File: config.mk
export PLATFORM = sky130hd
export DESIGN_NAME = ns_link_arbiter
export DESIGN_NICKNAME = d
export VERILOG_FILES = /design/src/rtl/ns_link_arbiter_pkg.sv /design/src/rtl/ns_link_arbiter_rr_pick.sv /design/src/rtl/ns_link_arbiter.sv
export SDC_FILE = /design/constraint.sdc
export NUM_CORES = 1
export LEC_CHECK = 0
export ABC_AREA = 1
export CAP_MARGIN = 20
export CORE_MARGIN = 2
export CORE_UTILIZATION = 34
export DETAILED_ROUTE_END_ITERATION = 10
export PLACE_DENSITY = 0.75
export SKIP_CTS_REPAIR_TIMING = 1
export SLEW_MARGIN = 40
export SYNTH_ARGS = -nofsm -noshare
export SYNTH_HDL_FRONTEND = slang
export SYNTH_SLANG_ARGS = --single-unit
export TNS_END_PERCENT = 50
File: constraint.sdc
create_clock -name i_clk -period 6.9 [get_ports i_clk]
set_clock_uncertainty 0.15 [all_clocks]
set_input_delay 1.38 -clock i_clk [delete_from_list [all_inputs] [get_ports i_clk]]
set_output_delay 1.38 -clock i_clk [all_outputs]
set_load 0.005 [all_outputs]
File: src/rtl/ns_link_arbiter_pkg.sv
// Shared types and constants for the ns_link_arbiter slice.
// Holds the arbiter state encoding and the default packet width.
package ns_link_arbiter_pkg;

  // Default packet width (address + data + redundancy) in bits
  localparam int NS_PACKET_SIZE = 16;

  // Arbiter state encoding, two bits wide
  typedef enum logic [1:0] {
    ST_IDLE = 2'd0,
    ST_REQ  = 2'd1,
    ST_ACK  = 2'd2
  } arb_state_t;

endpackage

File: src/rtl/ns_link_arbiter_rr_pick.sv
// ns_rr_pick: combinational round-robin search.
// Finds the first set request bit starting one position after 'last',
// wrapping modulo NSRC, so the last winner always has lowest priority.
module ns_rr_pick #(
  parameter int NSRC = 4,
  parameter int IDXW = 2
) (
  input  logic [NSRC-1:0] req,
  input  logic [IDXW-1:0] last,
  output logic            found,
  output logic [IDXW-1:0] next
);

  logic [2*NSRC-1:0] rotated;

  // Rotate the doubled request vector so bit 0 is the source after 'last',
  // then take the lowest set bit and map it back to a source index
  always_comb begin
    found   = 1'b0;
    next    = last;
    rotated = {req, req} >> (int'(last) + 1);
    for (int i = NSRC - 1; i >= 0; i--) begin
      if (rotated[i]) begin
        found = 1'b1;
        next  = IDXW'((int'(last) + 1 + i) % NSRC);
      end
    end
  end

endmodule

File: src/rtl/ns_link_arbiter.sv
// ns_link_arbiter: round-robin arbiter sharing one 4-phase packet link
// between NSRC 4-phase source links. The granted packet is latched, sent on
// the destination link, and both handshakes close before re-arbitration.
// Optional feature macro: NS_LINK_ARB_STATS_EN adds pkt_cnt and err_flag.
module ns_link_arbiter
  import ns_link_arbiter_pkg::*;
#(
  parameter int PSZ  = NS_PACKET_SIZE,
  parameter int NSRC = 4,
  parameter int IDXW = 2
) (
  input  logic              i_clk,
  input  logic              i_rst,
  input  logic [NSRC-1:0]     src_req,
  input  logic [NSRC*PSZ-1:0] src_data,
  output logic [NSRC-1:0]     src_ack,
  output logic                dst_req,
  output logic [PSZ-1:0]      dst_data,
  input  logic                dst_ack,
  output logic [IDXW-1:0]     grant_idx,
  output logic                busy
`ifdef NS_LINK_ARB_STATS_EN
  ,
  output logic [15:0]         pkt_cnt,
  output logic                err_flag
`endif
);

  arb_state_t      state;
  logic            pick_found;
  logic [IDXW-1:0] pick_idx;
  logic [PSZ-1:0]  pick_data;

  ns_rr_pick #(
    .NSRC (NSRC),
    .IDXW (IDXW)
  ) u_pick (
    .req   (src_req),
    .last  (grant_idx),
    .found (pick_found),
    .next  (pick_idx)
  );

  // Select the packet belonging to the source the search would grant
  always_comb begin
    pick_data = '0;
    for (int k = 0; k < NSRC; k++) begin
      if (pick_idx == IDXW'(k)) begin
        pick_data = src_data[k*PSZ +: PSZ];
      end
    end
  end

  assign busy = (state != ST_IDLE);

  // Handshake state machine: grant in IDLE, forward in REQ, close both sides in ACK
  always_ff @(posedge i_clk) begin
    if (i_rst) begin
      state     <= ST_IDLE;
      src_ack   <= '0;
      dst_req   <= 1'b0;
      dst_data  <= '0;
      grant_idx <= IDXW'(NSRC - 1);
    end else begin
      case (state)
        ST_IDLE: begin
          if (pick_found) begin
            dst_data  <= pick_data;
            grant_idx <= pick_idx;
            dst_req   <= 1'b1;
            state     <= ST_REQ;
          end
        end
        ST_REQ: begin
          if (dst_ack) begin
            dst_req <= 1'b0;
            src_ack <= NSRC'(1) << grant_idx;
            state   <= ST_ACK;
          end
        end
        ST_ACK: begin
          if (!src_req[grant_idx] && !dst_ack) begin
            src_ack <= '0;
            state   <= ST_IDLE;
          end
        end
        default: begin
          src_ack <= '0;
          dst_req <= 1'b0;
          state   <= ST_IDLE;
        end
      endcase
    end
  end

`ifdef NS_LINK_ARB_STATS_EN
  // Count completed transfers and flag an acknowledge seen while idle
  always_ff @(posedge i_clk) begin
    if (i_rst) begin
      pkt_cnt  <= '0;
      err_flag <= 1'b0;
    end else begin
      if (state == ST_ACK && !src_req[grant_idx] && !dst_ack) begin
        pkt_cnt <= pkt_cnt + 16'd1;
      end
      if (state == ST_IDLE && dst_ack) begin
        err_flag <= 1'b1;
      end
    end
  end
`endif

endmodule

Word-level counts from Yosys, hierarchy flattened
Cells that the tools add are included.

storage, ports and cells
  register bits after elaboration = 25
  logic and storage cells = 56

cells by class
  bitwise gates (word level) = 2
  order comparisons = 1
  equal/unequal tests = 8
  $add $sub $neg = 4
  reduce and logical (&&, ||, !) cells = 10
  shifts and indexed selects = 2
  multiplexer cells = 24

operator list
  cell                                                                  number
  16-bit two-way mux                                                    4
  2-bit two-way mux                                                     7
  4-bit one-hot mux with 3 select lines                                 1
  3-bit AND reduction                                                   3
  4-bit two-way mux                                                     2
  8-bit by 3-bit >> shifter with 4-bit output                           1
  1-bit two-way mux                                                     7
  2-bit == test, second input constant                                  3
  2-bit != test, second input constant                                  3
  2-bit one-hot mux with 3 select lines                                 1
  2-bit adder, second input constant                                    2
  2-bit by 1-bit == test with 1-bit output, second input constant       2
  2-bit zero test                                                       2
  1-bit by 2-bit left shift with 4-bit output, first input constant     1
  2-bit by 1-bit adder with 3-bit output, second input constant         1
  2-bit by 3-bit < comparator with 1-bit output, second input constant  1
  1-bit one-hot mux with 3 select lines                                 1
  2-bit by 1-bit adder with 2-bit output, second input constant         1
  1-bit binary-select mux with 2-bit select                             1
  1-bit zero test                                                       2
  1-bit inverter                                                        2
  2-bit AND reduction                                                   1
  2-bit nonzero test                                                    1
  1-bit logical AND                                                     1

Depth between registers and ports, before layout
  word-level depth = 11
  gate-level depth with buffers = 18
  gate-level depth less buffers = 16

By module
Synthesis repeated with hierarchy kept, for this count alone.

second synthesis, totals
  cells, all modules = 238
  area, all modules = 1636.6 sq um

modules (own cells, without submodules)
  module           cells an instance  instances  area each (sq um)
  ns_link_arbiter  195                1          1426.4
  ns_rr_pick       43                 1          210.2

Worst setup path after synthesis
No wires, ideal clock.

  path type = input port to flip-flop
  start point = input src_req[0]
  end point = register dst_data[14]
  setup slack = 4.149 ns
  arrival time = 2.485 ns
  library setup time = 0.115 ns
  path buffers = 1
  required time = 6.635 ns
  stages = 13
  cells stage by stage = nand2_1 > nand3_2 > nand2_4 > nand2_2 > nor2_4 > nor2_8 > nand2_8 > inv_2 > buf_6 > nand3_1 > nand4_1 > nor2_1 > nor2_1

on the way
  cells in the longest elaborated chain, start to end = 10
  elaborated cells on any way between the ends = 18
  those cells by class = eq/ne (3); shift (1); mux (12); reduce/logical (2)

RTL lines
  item                                             RTL line                       text
  from (decl)                                      ns_link_arbiter.sv:14          input logic [NSRC-1:0] src_req,
  8-bit by 3-bit >> shifter with 4-bit output (*)  ns_link_arbiter_rr_pick.sv:21  rotated = {req, req} >> (int'(last) + 1);
  2-bit two-way mux (4 in a row)                   ns_link_arbiter_rr_pick.sv:23  if (rotated[i]) begin
  2-bit zero test                                  ns_link_arbiter.sv:48          if (pick_idx == IDXW'(k)) begin
  16-bit two-way mux (4 in a row)                  ns_link_arbiter.sv:48
  to (signal assigned)                             ns_link_arbiter.sv:68          dst_data <= pick_data;
  to (decl)                                        ns_link_arbiter.sv:18          output logic [PSZ-1:0] dst_data,

Mark *: on every way between the ends. The rest lies on a longest branch, timed or not.
A chain may end at the register's enable or synchronous reset.

Final worst setup path
  start point = input src_req[3]
  end point = register dst_data[6]

Same word-level chain as after synthesis.

==> reports/metrics.cfg <==
[floorplan]
die_area_um2=6460
die_w_um=80.4
ios=95
num_rows=27
die_h_um=80.4
core_um2=5570
initial_core_util=0.356

[global_route]
grt_pass1_vias=2028
antenna_found_initial=0
grtUsageTotal=0.176
overflow=0
grt_max_degree=36
grt_pass1_wl_mm=9.14

[worst_setup_path]
reg2reg_to=dst_data[6]$_SDFFE_PP0P_
crit_chain=clkdlybuf4s50_1, nand2_1, nand3_2, nand2_2, nand2_1, nand2_1, nand2_1, nand2_2, inv_4, nand2_1, nand3_1, nand2_1, nor2_1, nor2_1, nor2_1
max_stage_delay_ns=0.53
startpoint=src_req[3]
cp.required_ns=6.97
rrSetupSlack_ns=4.08
crit_type=primary input to flop
startpoint_type=primary input
cp_common_cell=nand2_1
r2r_cells=16
cp.arrival_ns=3.72
critPathCaptureType=flop
rr_startpoint=grant_idx[0]$_SDFFE_PP1P_
path_max_fanout=35
cp_slowest_cell=clkdlybuf4s50_1

[timing]
final.setup.tns_ns=0
rsz0062_at_grt=no
fin_crit_ns=3.66
whs_ns=0.319
maxSlewViolCount=0
finalCritPeriodShare=0.530
final-setup-viol-count=0
relSlewSlack=0.604
max_freq_ghz=0.274
worst_pin_slew_ns=0.591
finalHoldViolCount=0

[clock_tree]
cts_tree=yes
htree_levels=1
ctsRootBufferMaster=clkbuf_8
cts_buffer_depth=2
clock_latency_ns=0.27
cts_buffers=3
path_clk_slew_ns=0.10
cts_sinks=25

[routing]
antenna_left=0
wl_met2_mm=2.84
drtPass1Iterations=4
drcViolationCount=0
drt_iter0_drc=197
met1_length_mm=2.36
wire_per_inst_um=12.0
vias_per_cell=4.77
vias=2228
dr.max_layer_used=met4
wl_mm=5.61
routed-wl-met3_um=314

[logic_synthesis]
synthMuxAreaShare=0
yosysSeqAreaShare=0.253
synthFlopType=dfxtp_1
synth_xor_area_frac=0
syn_area_um2=1980
synth_compound_area_frac=0.0492
synth-adder-area-share=0.0253
yosys-top-cells-count=87 x nand2_1, 53 x nor2_1, 29 x nand3_1
yosys_warnings=0
ys_ff_latch=25
synth_most_common_cell=nand2_1
synthSimpleGateAreaFrac=0.557
ys_async_sr_fraction=0
synth_top_family_by_area=simple AND/OR/NAND/NOR gates
synth_top_area_share=0.253
avgSynthCellArea_um2=6.31
synth-edff-count=0
yosys.cell_types.count=26
yosysTopAreaCell=dfxtp_1
synth_area_leaders=dfxtp_1 25%, nand2_1 16%, nand3b_1 10%
synth_cells=314
synth_fp_nets=389

[power]
p_per_area_nw_per_um2=467
switching_share=0.550
pwr-share-clk=0.069
power_frac_comb=0.764
switching_power_uw=754
p_int_uw=617
p_leak_uw=0.00129
power_frac_seq=0.166
ir_drop_mv=0.291

[job]
cap_violations=0

[cells_and_area]
drive_above_1_share=0.0759
syn2layout_area_growth_pct=48.2
nets=471
antenna_cells=0
nFillCells=571

[worst_hold_path]
hold_depth=2
hold_class=flop to flop
holdPathEnd=src_ack[3]$_SDFFE_PP0P_
holdCritStartpoint=src_ack[3]$_SDFFE_PP0P_

[placement]
place_congestion=0.875
port_buffers=94
hpwl_mm=4.26

[status]
status=finished clean

[registers in the layout, summed over array words and instances, names as in the netlist]
name,flops
dst_data,16
src_ack,4
state,2
grant_idx,2
dst_req,1
[cell families after synthesis]
group	count (synthesis)
AO/OA/AOI/OAI	19
buffers and inverters	44
adder cells (fa/ha/maj)	4
AND/OR/NAND/NOR	222
flip-flops	25
[cells in the final DEF (no fill, tap or decap), types with 3 or more instances in the layout]
cell type | netlist | routed
dfxtp_1 | 25 | 25
nand2_1 | 87 | 87
clkdlybuf4s50_1 | 0 | 93
o21ai_1 | 3 | 3
nand4_1 | 9 | 9
o21ai_0 | 3 | 3
clkbuf_8 | 0 | 3
nor2_1 | 53 | 53
nand2_2 | 6 | 6
ha_1 | 4 | 4
inv_2 | 6 | 6
nand3b_1 | 27 | 27
nand2_4 | 3 | 3
inv_1 | 19 | 19
a21oi_1 | 12 | 12
nand3_1 | 29 | 29
nand3_2 | 4 | 4
[how the worst max path moves through the flow]
| stage | slack [ns] | end | cells past startpoint |
|---|---|---|---|
| final | 3.24 | dst_data[6]$_SDFFE_PP0P_ | 15 |
| after global routing | 2.95 | dst_data[9]$_SDFFE_PP0P_ | 15 |
| after CTS | 3.26 | dst_data[6]$_SDFFE_PP0P_ | 15 |
| after detailed placement | 2.95 | dst_data[6]$_SDFFE_PP0P_ | 15 |
| after global placement | 3.06 | dst_data[6]$_SDFFE_PP0P_ | 15 |
| after floorplan | 4.15 | dst_data[14]$_SDFFE_PP0P_ | 13 |
[stage by stage]
| stage | area, µm² | worst slack (ns) | power, µW | util | std cells |
|---|---|---|---|---|---|
| 2_1_floorplan | 1980 | 4.15 | 1120 | - | 314 |
| 3_3_place_gp | 2890 | 3.06 | 1250 | 0.519 | 463 |
| 3_5_place_dp | 2890 | 2.95 | 1290 | 0.518 | 463 |
| 4_1_cts | 2940 | 3.26 | 1380 | 0.527 | 467 |
| 5_1_grt | 2940 | 2.95 | 1550 | 0.527 | 467 |
| 6_report | 2940 | 3.24 | 1370 | 0.527 | 467 |
[metal layers]
metal	vias up	global-route usage
met5	-	0
met1	1003	0.220
met4	0	0.0492
met3	6	0.0258
met2	57	0.313
li1	1162	-
[final cells by class]
cell class	count	area, µm²	share of cell area
multi-input cells	245	1250	0.426
clock inverters	1	8.76	0.00298
flip-flops and latches	25	500	0.170
clock buffers	3	41.3	0.0141
inverters	27	109	0.0371
well taps	72	90.1	0.0307
repair buffers	94	936	0.319
[power groups by stage]
stage	sequential, µW	clock, µW	combinational [µW]
global route	234	105	1210
floorplan	223	0	901
global placement	231	0	1020
detailed placement	232	0	1050
finish	228	95.0	1050
CTS	228	98.4	1060
[worst max-delay path, delay by kind of cell]
kind                   cells  cell delay (ns)
and+or+nand+nor           13             1.37
buffers and inverters      2             0.96
No activity file was read; power rests on OpenSTA's default activity.
